**config.mk**
```make
export PLATFORM = sky130hd
export DESIGN_NAME = instr_fetch
export DESIGN_NICKNAME = d
export VERILOG_FILES = /design/src/rtl/instr_fetch.sv
export SDC_FILE = /design/constraint.sdc
export NUM_CORES = 1
export LEC_CHECK = 0
export BUFFER_PORTS_ARGS = -buffer_cell sky130_fd_sc_hd__buf_4
export CAP_MARGIN = 10
export CELL_PAD_IN_SITES_DETAIL_PLACEMENT = 1
export CELL_PAD_IN_SITES_GLOBAL_PLACEMENT = 2
export CORE_ASPECT_RATIO = 0.5
export CORE_MARGIN = 4
export CORE_UTILIZATION = 28
export CTS_CLUSTER_DIAMETER = 150
export DETAILED_ROUTE_END_ITERATION = 16
export PLACE_DENSITY_LB_ADDON = 0.1
export SYNTH_ARGS = -nofsm -noshare
export SYNTH_HDL_FRONTEND = slang
export SYNTH_SLANG_ARGS = --single-unit
```
**constraint.sdc**
```tcl
create_clock -name clk -period 3 [get_ports clk]
set_input_delay 0.15 -clock clk [delete_from_list [all_inputs] [get_ports clk]]
set_output_delay 0.15 -clock clk [all_outputs]
set_load 0.01 [all_outputs]
```
**src/rtl/instr_fetch.sv**
```systemverilog
// instr_fetch: PC-to-decode fetch controller with a req/ack memory port,
// valid/ready decode handshake, retire counter and timeout trap.
module instr_fetch #(
  parameter int BITS    = 32,
  parameter int TIMEOUT = 16
) (
  input  logic            clk,
  input  logic            rst_,
  input  logic [BITS-1:0] pc_addr,
  output logic [BITS-1:0] mem_addr,
  output logic            mem_req,
  input  logic            mem_ack,
  input  logic [BITS-1:0] mem_rdata,
  output logic [BITS-1:0] instr,
  output logic            instr_valid,
  input  logic            instr_ready,
  output logic [BITS-7:0] jmp_addr,
  output logic            load_instr,
  input  logic            halt,
  output logic            fetch_err,
  output logic [BITS-1:0] instr_count
);

  localparam int TW =
    (TIMEOUT > 1) ? $clog2(TIMEOUT) : 1;
  localparam logic [TW-1:0] T_LAST =
    TW'(TIMEOUT - 1);
  localparam bit T_EN = (TIMEOUT != 0);

  typedef enum logic [1:0] {
    S_IDLE,
    S_REQ,
    S_VALID,
    S_ERR
  } state_t;

  state_t        state;
  state_t        state_nxt;
  logic [TW-1:0] timer;
  logic [TW-1:0] timer_nxt;
  logic          capture;

  assign mem_addr   = pc_addr;
  assign jmp_addr   = instr[BITS-7:0];
  assign load_instr = instr_valid && instr_ready;
  assign capture    = (state == S_REQ) && mem_ack;

  always_ff @(posedge clk or negedge rst_) begin
    if (!rst_) begin
      state <= S_IDLE;
      timer <= '0;
    end else begin
      state <= state_nxt;
      timer <= timer_nxt;
    end
  end

  always_ff @(posedge clk or negedge rst_) begin
    if (!rst_) begin
      instr <= '0;
    end else if (capture) begin
      instr <= mem_rdata;
    end
  end

  always_ff @(posedge clk or negedge rst_) begin
    if (!rst_) begin
      instr_count <= '0;
    end else if (load_instr) begin
      instr_count <= instr_count + 1'b1;
    end
  end

  always_comb begin
    state_nxt   = state;
    timer_nxt   = timer;
    mem_req     = 1'b0;
    instr_valid = 1'b0;
    fetch_err   = 1'b0;
    unique case (state)
      S_IDLE: begin
        if (!halt) state_nxt = S_REQ;
      end
      S_REQ: begin
        mem_req = 1'b1;
        // an ack in the expiry cycle still wins
        if (mem_ack) begin
          state_nxt = S_VALID;
          timer_nxt = '0;
        end else if (T_EN && timer == T_LAST) begin
          state_nxt = S_ERR;
        end else begin
          timer_nxt = timer + 1'b1;
        end
      end
      S_VALID: begin
        instr_valid = 1'b1;
        if (instr_ready) begin
          state_nxt = halt ? S_IDLE : S_REQ;
        end
      end
      S_ERR: begin
        fetch_err = 1'b1;
      end
      default: begin
        state_nxt = S_IDLE;
      end
    endcase
  end

endmodule

```
==> metrics.txt <==
Residual DRC 0; WL/cell 16.8 µm; Die H 87.5 µm; Num CTS Buffers 9; layout cells sized above 1 49.9%; grt ovf 0; synthesized area per cell 11.9 µm²; Max-slew headroom 38.2%; crit path DAT 2.41 ns; Buffers & Inverters on Critical Path 1; worst min-delay path category in2reg; sequential area share after synthesis 49.5%; final WL 9210 µm; Initial Util 29.3%; dpl hpwl 7040 µm; DRT antenna net count 0; root buf cell clkbuf_16; First-pass DRT Iterations 4; number of diodes 0; number of global-route vias before repair 2,714; worst-skew pair later-pin latency 0.33 ns; Worst Path Max Fanout 10; largest net degree at the start of global routing 71; status finished, final reports clean; YS warnings 0; Cell Rows 28; hold_ws 0.0302 ns; number of max-cap violations 0; Die Width 167 µm; nets 454; Setup Viol. Count Final 0; Cell Area, Synth 0.00354 mm²; post-route cell area 0.00456 mm²; Yosys reg bits 70; io pins 195; worst slew pin tran 0.927 ns; Crit. End Element register; Sink Count 70; fillers 1,372; clock share of power 25.1%; fin. max-slew vios 0; Peak VDD IR 0.000332 V; sw power 1.30 mW; H-tree levels 3; setup repair bufs after CTS 0; power per cell area 891 mW/mm²; Area Overhead vs Synth 28.9%; Int Pwr 2.76 mW; routed vias 2,461; final period utilization 72.3%; worst path required time 3.25 ns; antenna violations before repair 0; crit-path max cell delay 0.63 ns; Final min period 2.17 ns; Max stage delay cell, worst path nor4_4; first-pass GRT wire length 14,700 µm; most frequent cells in the layout buf_4 (131), dfrtp_1 (70), mux2_2 (35); area of the core 0.0121 mm²; sw frac 32.0%; skew final 0.00781 ns; post-synth cell types 35; Max Buffers Root-to-Sink 2; Post-Synthesis Net Count 374; sequential share of power 36.2%; DR vias/cell 4.49; worst path cell trace inv_1, ha_1, nand3_1, nor4_4, and4bb_2, xor2_1; GRT Overall Usage 12.7%; TritonCTS clock tree yes; Fin. Hold Viols 0; Max Freq 461 MHz; cells after synthesis 298; CP top delay family simple AND/OR/NAND/NOR gates; most common cell after layout, fill and taps aside buf_4; post-layout util 37.7%; clock-pin slew on the worst setup and hold paths 0.06 ns; gpl congestion 0.729; logic gate share of total power 38.8%; full die area 0.0146 mm²; TNS Setup 0 ns; drt initial violations 105; Pleak 2.26 nW; PortBufs 130; Worst setup SP type register; DP Area 0.00426 mm²; RSZ-0062 raised after global routing false; type of the worst setup path reg2reg
[synth_stat cells]
master    count  area share (%)
a21oi_1       5            0.71
a22oi_1       1            0.21
a32oi_1       1            0.25
and3_1        4            0.71
and3_2        1            0.21
and4_1        2            0.50
and4bb_2      1            0.35
buf_1         3            0.32
buf_4        58              12
buf_6         1            0.32
clkbuf_1      1            0.11
dfrtp_1      70              50
ha_1          7             2.5
inv_1         9            0.96
mux2_2       35              11
nand2_1      14             1.5
nand3_1      14             2.0
nand3b_1      1            0.21
nand4_1      12             2.1
nand4_2       1            0.35
nor2_1        7            0.74
nor2b_1       1            0.18
nor3_1        2            0.28
nor3_2        2            0.57
nor3_4        1            0.46
nor4_1        3            0.53
nor4_4        3             1.8
o21a_1        1            0.21
o21ai_0       1            0.14
o221ai_1      1            0.25
o22ai_1       2            0.35
or3_2         1            0.21
or4_4         1            0.32
xnor2_1      17             4.2
xor2_1       14             3.5
[final timing paths]
check	start	end	slack, ns	cells past startpoint
max in group asynchronous	rst_	instr[8]	1.89	2
min in group asynchronous	rst_	timer[1]	0.48	2
setup / recovery	state[0]	instr_count[31]	0.83	6
hold reg to reg	instr_count[31]	instr_count[31]	0.48	1
setup reg to reg	state[0]	instr_count[31]	0.83	6
hold / removal	mem_ack	timer[1]	0.03	2
[repair_timing]
action                                  4_1_cts  5_1_grt
endpoints found under the setup margin        0        0
hold endpoints to repair                     18        0
hold buffers                                  1        0
resized for setup                             0        0
[area by class of cell]
cell class	count	area, µm²	area share, %
Timing Repair Buffer	132	993	21.8
Tap cell	165	206	4.53
Inverter	9	33.8	0.741
Multi-Input combinational cell	156	1290	28.3
Sequential cell	70	1750	38.4
Clock buffer	11	233	5.11
Clock inverter	5	50.0	1.10
[logic make-up after synthesis]
| logic type | synth area share [%] |
|---|---|
| AOI/OAI and AO/OA | 2.12 |
| xor gates and xnor gates | 7.68 |
| adders and majority gates | 2.48 |
| buffers and inverters | 14.0 |
| DFF | 49.5 |
| muxes | 11.1 |
| and+or+nand+nor | 13.0 |
[sequential cells by signal, indices dropped and copies added, names as in the netlist]
register and flops:
timer 4, instr 32, state 2, instr_count 32
[power groups by stage]
stage | clock (mW) | sequential (mW) | combinational (mW)
floorplan | 0 | 1.55 | 0.916
global placement | 0 | 1.46 | 1.59
detailed placement | 0 | 1.49 | 1.61
CTS | 1.06 | 1.47 | 1.61
global route | 1.11 | 1.51 | 1.70
finish | 1.02 | 1.47 | 1.57
[layer usage]
layer	up-vias	track usage, %	routed length [µm]
met3	17	4.44	760
met2	117	22.2	4570
li1	1128	-	-
met4	0	5.72	151
met1	1199	14.2	3720
met5	-	0	0
[metrics by stage]
step / std cells / setup slack [ns] / power [mW]
finish: 548 / 0.832 / 4.06
detailed placement: 531 / 0.821 / 3.10
CTS: 548 / 0.797 / 4.15
floorplan: 298 / 1.02 / 2.47
global route: 548 / 0.648 / 4.32
global placement: 531 / 0.907 / 3.05
Power figures use the tool's default switching activity.
